==> src/rtl/fifo_util.svh <==
// Purpose : Gray/binary converters and the full-compare pattern shared by both FIFO pointer controllers.
// Latency : purely combinational.
// Backpressure: n/a.
`ifndef FIFO_UTIL_SVH
`define FIFO_UTIL_SVH

// Full when the write pointer equals the read pointer with its top two Gray
// bits inverted (one lap ahead). Operates on a 32-bit container; callers
// zero-extend their pointer and truncate the result back to pointer width.
function automatic logic [31:0] fifo_full_pattern(input logic [31:0] gray,
                                                  input int unsigned width);
    return gray ^ (32'd3 << (width - 2));
endfunction

// Binary to Gray.
module b2g_converter #(
    parameter int WIDTH = 5
) (
    input  logic [WIDTH-1:0] bin,
    output logic [WIDTH-1:0] gray
);
    assign gray = bin ^ (bin >> 1);
endmodule

// Gray to binary: each binary bit is the XOR of all Gray bits at or above it.
module g2b_converter #(
    parameter int WIDTH = 5
) (
    input  logic [WIDTH-1:0] gray,
    output logic [WIDTH-1:0] bin
);
    always_comb begin
        bin = '0;
        for (int i = 0; i < WIDTH; i++) begin
            bin[i] = ^(gray >> i);
        end
    end
endmodule

`endif

==> src/rtl/fifo_wr_ptr_ctrl_pkg.sv <==
// Purpose : shared constants and helpers for the write-side FIFO pointer controller.
// Latency : n/a (package only).
// Backpressure: n/a (package only).
package fifo_wr_ptr_ctrl_pkg;

    // Width of the generic argument taken by fifo_full_pattern().
    localparam int unsigned GRAY_FN_WIDTH = 32;

    // Pointers carry one extra wrap bit beyond the RAM address.
    function automatic int ptr_width(input int addr_width);
        return addr_width + 1;
    endfunction

endpackage

==> src/rtl/gray_ptr_sync.sv <==
// Purpose : multi-flop synchroniser for a Gray-coded pointer crossing clock domains.
// Latency : STAGES clk cycles from d to q.
// Backpressure: none; samples every cycle.
// Ports   : clk, reset (async active-high), d (async Gray input), q (synchronised Gray output).
module gray_ptr_sync #(
    parameter int WIDTH  = 5,
    parameter int STAGES = 2
) (
    input  logic             clk,
    input  logic             reset,
    input  logic [WIDTH-1:0] d,
    output logic [WIDTH-1:0] q
);

    (* ASYNC_REG = "TRUE" *) logic [WIDTH-1:0] stage [STAGES];

    always_ff @(posedge clk or posedge reset) begin
        if (reset) begin
            for (int i = 0; i < STAGES; i++) begin
                stage[i] <= '0;
            end
        end else begin
            stage[0] <= d;
            for (int i = 1; i < STAGES; i++) begin
                stage[i] <= stage[i-1];
            end
        end
    end

    assign q = stage[STAGES-1];

endmodule

==> src/rtl/fifo_wr_ptr_ctrl.sv <==
// Purpose : write-side pointer/flag controller of a dual-clock FIFO; drives the RAM write port,
//           publishes a registered Gray write pointer and derives full/almost_full/level.
// Latency : push -> wr_ptr_gray/full/level on the push edge; read-pointer change -> flags after SYNC_STAGES+1 edges.
// Backpressure: wr_ready drops while full or in reset; full is pessimistic and never early.
// Ports   : clk, reset, wr_valid/wr_ready, ram_we/ram_waddr, rd_ptr_gray_async in,
//           wr_ptr_gray, full, almost_full, level out.
`include "fifo_util.svh"

module fifo_wr_ptr_ctrl
    import fifo_wr_ptr_ctrl_pkg::*;
#(
    parameter int ADDR_WIDTH        = 4,
    parameter int ALMOST_FULL_LEVEL = 12,
    parameter int SYNC_STAGES       = 2
) (
    input  logic                  clk,
    input  logic                  reset,
    input  logic                  wr_valid,
    output logic                  wr_ready,
    output logic                  ram_we,
    output logic [ADDR_WIDTH-1:0] ram_waddr,
    input  logic [ADDR_WIDTH:0]   rd_ptr_gray_async,
    output logic [ADDR_WIDTH:0]   wr_ptr_gray,
    output logic                  full,
    output logic                  almost_full,
    output logic [ADDR_WIDTH:0]   level
);

    localparam int PW = ptr_width(ADDR_WIDTH);
    localparam logic [PW-1:0] AF_LEVEL = PW'(ALMOST_FULL_LEVEL);

    generate
        if (ADDR_WIDTH < 2) begin : g_bad_addr_width
            $error("fifo_wr_ptr_ctrl: ADDR_WIDTH must be >= 2");
        end
        if (SYNC_STAGES < 2) begin : g_bad_sync_stages
            $error("fifo_wr_ptr_ctrl: SYNC_STAGES must be >= 2");
        end
        if (ALMOST_FULL_LEVEL < 1 || ALMOST_FULL_LEVEL > (1 << ADDR_WIDTH)) begin : g_bad_af_level
            $error("fifo_wr_ptr_ctrl: ALMOST_FULL_LEVEL out of range");
        end
    endgenerate

    logic [PW-1:0] wr_bin;
    logic [PW-1:0] wr_bin_next;
    logic [PW-1:0] wr_gray_next;
    logic [PW-1:0] rd_gray_s;
    logic [PW-1:0] rd_bin_s;
    logic [PW-1:0] full_pat;
    logic [PW-1:0] level_next;
    logic          full_next;
    logic          push;

    // Holding ready low during reset discards any push in flight.
    assign wr_ready  = ~full & ~reset;
    assign push      = wr_valid & wr_ready;
    assign ram_we    = push;
    assign ram_waddr = wr_bin[ADDR_WIDTH-1:0];

    assign wr_bin_next = wr_bin + PW'(push);

    b2g_converter #(.WIDTH(PW)) u_wr_b2g (
        .bin  (wr_bin_next),
        .gray (wr_gray_next)
    );

    gray_ptr_sync #(.WIDTH(PW), .STAGES(SYNC_STAGES)) u_rd_sync (
        .clk   (clk),
        .reset (reset),
        .d     (rd_ptr_gray_async),
        .q     (rd_gray_s)
    );

    g2b_converter #(.WIDTH(PW)) u_rd_g2b (
        .gray (rd_gray_s),
        .bin  (rd_bin_s)
    );

    // Push and a read-pointer advance seen in the same cycle both feed this
    // single next-state computation, so full and level never disagree.
    assign full_pat   = PW'(fifo_full_pattern(GRAY_FN_WIDTH'(rd_gray_s), PW));
    assign full_next  = (wr_gray_next == full_pat);
    assign level_next = wr_bin_next - rd_bin_s;

    always_ff @(posedge clk or posedge reset) begin
        if (reset) begin
            wr_bin      <= '0;
            wr_ptr_gray <= '0;
            full        <= 1'b0;
            almost_full <= 1'b0;
            level       <= '0;
        end else begin
            wr_bin      <= wr_bin_next;
            wr_ptr_gray <= wr_gray_next;
            full        <= full_next;
            almost_full <= (level_next >= AF_LEVEL);
            level       <= level_next;
        end
    end

endmodule

==> config.mk <==
export PLATFORM = sky130hd
export DESIGN_NAME = fifo_wr_ptr_ctrl
export DESIGN_NICKNAME = d
export VERILOG_FILES = /design/src/rtl/fifo_wr_ptr_ctrl_pkg.sv /design/src/rtl/gray_ptr_sync.sv /design/src/rtl/fifo_wr_ptr_ctrl.sv
export VERILOG_INCLUDE_DIRS = /design/src /design/src/rtl
export SDC_FILE = /design/constraint.sdc
export NUM_CORES = 1
export LEC_CHECK = 0
export ABC_CLOCK_PERIOD_IN_PS = 2300
export CORE_MARGIN = 2
export CORE_UTILIZATION = 40
export CTS_CLUSTER_DIAMETER = 50
export DETAILED_ROUTE_END_ITERATION = 7
export PLACE_DENSITY = 0.68
export SLEW_MARGIN = 10
export SYNTH_ARGS = -nofsm -noshare
export SYNTH_HDL_FRONTEND = slang
export SYNTH_SLANG_ARGS = --single-unit
==> constraint.sdc <==
create_clock -name clk -period 2.3 [get_ports clk]
set_input_delay 0.46 -clock clk [delete_from_list [all_inputs] [get_ports clk]]
set_output_delay 0.46 -clock clk [all_outputs]
set_load 0.01 [all_outputs]
==> metrics.md, run 1 <==
| Metric | Value |
|---|---|
| Synth-to-Final Area Change | 56.9% |
| Leading area contributor after synthesis | dfrtp_1 |
| Netlist cell types | 27 |
| Root buffer cell | clkbuf_4 |
| Mapped cell area | between 1000 and 1500 um2 |
| Fin crit period | approximately 2.2 ns |
| Die ar. | around 3300 um2 |
| Final Slew Violations | 0 |
| Slew @ Worst Pin | 0.329 ns |
| Final ANT Viol Nets | 0 |
| Post-synthesis sequential area ratio | 56.7% |
| Critical path arrival | roughly 2.5 ns |
| Synth Flop Type | dfrtp_1 |
| Hold WC Path Type | reg -> reg |
| Hold Vio Cnt, Final | 0 |
| Die width | approximately 58 um |
| Yosys top cell area share | 56.7% |
| H-tree levels | 1 |
| HPWL Detailed | ~1800 um |
| WHS Path Cells | 0 |
| Vias per cell | slightly below 5 |
| Worst R2R Start | full |
| Crit. End Element | flip-flop |
| Nets | 157 |
| Number of synthesized register bits | 26 |
| CTS tree | done |
| HP Start | u_rd_sync.stage[9] |
| Clock Path Buffers | 2 |
| Vias after detailed routing | about 830 |
| Routed WL | approximately 2200 um |
| Place WS | -0.564 ns |
| # DRC | 0 |
| Hold Worst Slack | 0.365 ns |
| # diodes | 0 |
| Drt first pass iters | 3 |
| I/O Buffers | 25 |
| R2r setup slk | approximately 0.09 ns |
| RSZ-0062 raised after global routing | true |
| Placed Area | 1700 um2 |
| Syn. warnings | 0 |
| Setup violators final | 0 |
| Worst IR drop on VDD | 1190 uV |
| Max_slew headroom | about four fifths |
| FFs w/ async S/R, synth | between 90% and 100% |
| CP Buf/Inv Count | 2 |
| Critical path startpoint category | input port |
| Crit-path cells | dlygate4sd2_1 -> nor2_4 -> and2_4 -> ha_4 -> ha_4 -> nand3_2 -> xor2_1 -> buf_4 -> xor2_1 -> or4_4 -> nand4_1 |
| Post-synth EDFFs | 0 |
| WP data required | 2.55 ns |
| Clock Skews | between 0.002 and 0.003 ns |
| Row count | 19 |
| GPL Wtd Cong | 0.950 |
| RR Endpoint | almost_full |
| Core Area | 2730 um2 |
| Worst path max stage delay | approximately 0.53 ns |
| Clock tree sinks | 26 |
| Pwr dens | approximately 1400 nW/um2 |
| DR iter-0 viols | 2 |
| Number of global-route vias before repair | 895 |
| Layout cells sized above 1 | between 30% and 40% |
| Post-Syn Instances | 90 |
| Design Area, Final | approximately 1800 um2 |
| Status | complete, no violations |
| Max FO, Critical Path | 3 |
| Non-filler cells, final | around 170 |
| Fillers | roughly 210 |
| # IOs | 26 |
| Slowest cell on crit path | or4_4 |
| Register-to-Register Path Depth | 10 |
| CTS clock-pin slew for the worst setup and hold paths | between 0.1 and 0.15 ns |
| GRT Residual Overflow | 0 |
| # Max-Cap Violations | 0 |
| Area contributors post-synth | dfrtp_1, xor2_1, ha_1, xnor2_1, xnor2_2 |
| CP top delay family | simple AND/OR/NAND/NOR gates |
| Placed cell count | 168 |
| Static Leak | approximately 0.78 nW |
| Worst Setup Slack, final | roughly 0.068 ns |
| Pin count of the biggest net entering global routing | 27 |
| Average wire per standard cell | roughly 13 um |
| Tcrit/Tclk final | between 90 and 100% |
| Hold path endpoint | u_rd_sync.q[4] |
| Die Height | between 50 and 60 um |
| GRT Util Overall | approximately 16% |
| Post-Syn Nets | 104 |
| Syn Area/Cell | between 10 and 15 um2 |
| Critical path type | in -> reg |
| F_max | 448 MHz |
| Starting Density | a little over two fifths |
| Global-route wire length before repair | 4010 um |
| Worst skew pair latency | between 0.3 and 0.4 ns |
| Initial antenna violation count | 0 |
| Number of buffers created by CTS | 3 |
synthesized netlist by cell type, types with 2 or more instances:
library cell,count
nor2_1,2
buf_2,2
nand2_1,2
inv_1,6
xnor2_1,7
nand4_1,3
ha_1,6
xor2_1,12
dfrtp_1,26
or3_1,2
xnor2_2,2
nand3_1,3
nor4b_1,2
a21oi_1,2
cell usage in the layout (no fill, tap or decap), drive strengths merged, types with 2 or more instances in the layout:
cell type and instances:
dfrtp 26, buf 26, clkdlybuf4s50 23, xor2 12, xnor2 9, inv 6
ha 6, nand4 3, clkbuf 3, nand3 3, a21oi 2, nand2 2
or3 2, a2111oi 2, nor2 2, nor4b 2
metal layers:
| layer | wire length (um) | GRT usage (%) | part of all wire (%) |
|---|---|---|---|
| met1 | 928 | 20.4 | 42 |
| met2 | 1150 | 26.1 | 52 |
| met3 | 109 | 2.27 | 4.9 |
| met4 | 40 | 8.97 | 1.8 |
| met5 | 0 | 0 | 0 |
power by group:
| group | internal, mW | leakage (nW) | switching [mW] |
|---|---|---|---|
| sequential | 0.617 | 0.308 | 0.0984 |
| combinational | 0.979 | 0.455 | 0.718 |
| clock | 0.0612 | 0.0138 | 0.118 |
logic make-up after synthesis:
logic type	synth area share [%]
xor gates and xnor gates	17.3
AOI/OAI and AO/OA	5.78
and+or+nand+nor	9.60
DFF	56.7
buffers and inverters	3.16
adders and majority gates	7.42
how the worst max path moves through the flow:
stage / startpoint / to / slack, ns / depth (start not counted)
after CTS: wr_valid / full / 0.007 / 10
after detailed placement: reset / almost_full / -0.56 / 12
after floorplan: reset / almost_full / -0.05 / 11
after global placement: reset / almost_full / -0.51 / 11
after global routing: u_rd_sync.q[4] / almost_full / -0.06 / 9
final: reset / almost_full / 0.07 / 11
area by class of cell:
type                       instances  area (um2)  share of cell area (%)
tap                               31        38.8                    2.15
sequential                        26         651                    36.1
multi-input combinational         55         619                    34.4
timing repair buffer              51         447                    24.8
inverter                           6        22.5                    1.25
clock buffer                       3        22.5                    1.25
stage by stage:
step | util, % | TNS (ns) | power (mW)
2_1_floorplan | - | -0.0861 | 1.54
3_3_place_gp | 62.2 | -1.89 | 2.25
3_5_place_dp | 62.2 | -2.02 | 2.29
4_1_cts | 63.5 | 0 | 2.51
5_1_grt | 65.9 | -0.0592 | 2.81
6_report | 65.9 | 0 | 2.59
worst register-to-register path: stages (launching register included):
cell,delay (ns)
dfrtp_1,0.43
nor2_4,0.09
and2_4,0.16
ha_4,0.16
ha_4,0.17
nand3_2,0.08
xor2_1,0.16
buf_4,0.14
xor2_1,0.16
or4_4,0.53
nand4_1,0.10
state kept, by name, indices dropped and copies added, names as in the netlist:
register,flops
almost_full,1
wr_ptr_gray,4
level,5
u_rd_sync.q,5
wr_bin,5
full,1
u_rd_sync.stage,5
timing repair:
action                     in CTS  in global routing
gates resized for setup         3                 10
pin swaps                       8                  6
setup buffers                   0                  1
setup endpoints to repair       3                  3
hold buffers                    0                  0
(Power assumes the default switching activity.)
==> inputs of run 2 (changes only) <==
--- a/config.mk
+++ b/config.mk
@@ -7,11 +7,14 @@
 export NUM_CORES = 1
 export LEC_CHECK = 0
 export ABC_CLOCK_PERIOD_IN_PS = 2300
+export CELL_PAD_IN_SITES_DETAIL_PLACEMENT = 1
+export CELL_PAD_IN_SITES_GLOBAL_PLACEMENT = 1
 export CORE_MARGIN = 2
-export CORE_UTILIZATION = 40
+export CORE_UTILIZATION = 35
 export CTS_CLUSTER_DIAMETER = 50
 export DETAILED_ROUTE_END_ITERATION = 7
-export PLACE_DENSITY = 0.68
+export GPL_TIMING_DRIVEN = 0
+export PLACE_DENSITY_LB_ADDON = 0.1
 export SLEW_MARGIN = 10
 export SYNTH_ARGS = -nofsm -noshare
 export SYNTH_HDL_FRONTEND = slang
==> run 2 against run 1 <==
Against the previous run: the run now ends with setup timing left; first-iteration DRC count rose to 2.5 times the previous value; via count increased by 4.0%; register-to-register slack worse by 0.16 ns; sequential cell count did not move; sequential share of layout area fell by 2.7 points; clock power up 82%; setup slack lost 0.14 ns; die area increased by 13%; critical path type is now reg -> reg; largest cell class is now multi-input gates; largest power group unchanged; highest routed layer unchanged.
==> metrics.md, run 2 (same netlist as run 1, synthesis figures left out) <==
| Metric | Value |
|---|---|
| Tcrit/Tclk final | 103% |
| Fillers | roughly 310 |
| GPL Wtd Cong | about 0.74 |
| Static Leak | roughly 0.79 nW |
| Global-route wire length before repair | between 4000 and 5000 um |
| Worst path max stage delay | between 0.4 and 0.5 ns |
| Hold WC Path Type | reg -> reg |
| DR iter-0 viols | 5 |
| Critical path startpoint category | flip-flop |
| CP Buf/Inv Count | 2 |
| Crit-path cells | nor2_4 -> and2_4 -> ha_4 -> ha_4 -> clkbuf_16 -> buf_4 -> a2111o_1 -> a31o_2 -> nand4_1 -> nand4_1 |
| Routed WL | 3110 um |
| Place WS | -0.729 ns |
| Setup TNS | -0.0698 ns |
| Worst skew pair latency | roughly 0.34 ns |
| Clock Path Buffers | 2 |
| Drt first pass iters | 3 |
| Die ar. | roughly 3800 um2 |
| Most common cell after layout, fill and taps aside | dfrtp_1 |
| Hold-fix buffers, CTS | 0 |
| Starting Density | approximately 37% |
| Number of global-route vias before repair | around 900 |
| Worst IR drop on VDD | ~500 uV |
| RSZ-0062 raised after global routing | true |
| Pin count of the biggest net entering global routing | 27 |
| Initial antenna violation count | 0 |
| GRT Util Overall | 16.8% |
| Worst path depth | 10 |
| Critical path arrival | about 2.6 ns |
| Slew @ Worst Pin | around 0.96 ns |
| Number of buffers created by CTS | 3 |
| # DRC | 0 |
| Clock tree sinks | 26 |
| Clock Skews | about 0.016 ns |
| # diodes | 0 |
| Failing checks | setup timing |
| Vias after detailed routing | between 800 and 900 |
| F_max | ~420 MHz |
| Power consumption | between 2 and 3 mW |
| Hold Vio Cnt, Final | 0 |
| I/O Buffers | 25 |
| Status | complete, but fails checks |
| CP top delay family | compound AO/OA/AOI/OAI gates |
| Critical path type | reg -> reg |
| Synth-to-Final Area Change | 69.5% |
| Average wire per standard cell | about 17 um |
| Root buffer cell | clkbuf_4 |
| Max_slew headroom | between 30% and 40% |
| WHS Path Cells | 0 |
| # Max-Cap Violations | 0 |
| HPWL Detailed | between 1500 and 2000 um |
| Core Area | a little over 3000 um2 |
| # IOs | 26 |
| Placed Area | around 1600 um2 |
| Non-filler cells, final | about 180 |
| Placed cell count | about 160 |
| Vias per cell | 4.75 |
| CTS tree | done |
| GRT Residual Overflow | 0 |
| Design Area, Final | roughly 1900 um2 |
| H-tree levels | 1 |
| Worst Setup Slack, final | -0.0673 ns |
| Die Height | a little over 60 um |
| Layout cells sized above 1 | 41.6% |
| Row count | 20 |
| Commonest cells after routing, fill and taps aside | dfrtp_1, clkdlybuf4s50_1, buf_4 |
| Nets | ~150 |
| Setup violators final | 2 |
| Final Slew Violations | 0 |
| CTS clock-pin slew for the worst setup and hold paths | around 0.16 ns |
| Register-to-Register Path Depth | 10 |
| WP data required | 2.51 ns |
| Pwr dens | approximately 1500 nW/um2 |
| Crit. End Element | flip-flop |
| Die width | 61.3 um |
| Max FO, Critical Path | 3 |
| Fin crit period | 2.37 ns |
| Final ANT Viol Nets | 0 |
| Slowest cell on crit path | dfrtp_1 |
[run 2: cell type report]
class	instances	area, um2	share of cell area (%)
tap	44	55.1	2.83
timing repair buffer	44	394	20.3
clock inverter	1	30.0	1.54
clock buffer	3	22.5	1.16
multi-input combinational	55	739	38.0
inverter	6	22.5	1.16
sequential	26	651	33.5
buffer	2	30.0	1.54
[run 2: timing repair]
action                                  in CTS  in global routing
endpoints found under the setup margin       5                  3
setup buffers                               10                 10
gates resized for setup                     19                 11
pin swaps                                   18                  7
[run 2: path summary, 6_finish.rpt]
path	to	slack (ns)	from
setup / recovery	almost_full	-0.07	full
hold / removal	u_rd_sync.q[3]	0.37	u_rd_sync.stage[8]
setup reg to reg	almost_full	-0.07	full
hold reg to reg	u_rd_sync.q[3]	0.37	u_rd_sync.stage[8]
max in group asynchronous	level[3]	1.21	reset
min in group asynchronous	full	0.50	reset
[run 2: routing by layer]
layer,share of wire [%],track usage (%),vias up
li1,-,-,396
met1,43,20.2,435
met2,52,30.5,21
met3,2.7,1.89,7
met4,1.7,6.52,0
met5,0,0,-
[run 2: stage by stage]
stage               util [%]  hold WS [ns]
global route            63.2         0.380
finish                  63.2         0.370
floorplan                  -         0.331
detailed placement      50.6         0.336
global placement        50.6         0.334
CTS                     58.5         0.371
[run 2: power by group]
group | leakage (nW) | internal, mW | switching [mW] | total (mW)
Clock | 0.0279 | 0.176 | 0.150 | 0.326
Combinational | 0.459 | 1.04 | 0.867 | 1.91
Sequential | 0.308 | 0.616 | 0.113 | 0.729
Total | 0.794 | 1.83 | 1.13 | 2.96
==> inputs of run 3 (changes only) <==
--- a/config.mk
+++ b/config.mk
@@ -6,7 +6,6 @@
 export SDC_FILE = /design/constraint.sdc
 export NUM_CORES = 1
 export LEC_CHECK = 0
-export ABC_CLOCK_PERIOD_IN_PS = 2300
 export CELL_PAD_IN_SITES_DETAIL_PLACEMENT = 1
 export CELL_PAD_IN_SITES_GLOBAL_PLACEMENT = 1
 export CORE_MARGIN = 2
==> results of run 3 <==
Same layout as run 2: the final DEF is identical, and so are final timing and power.
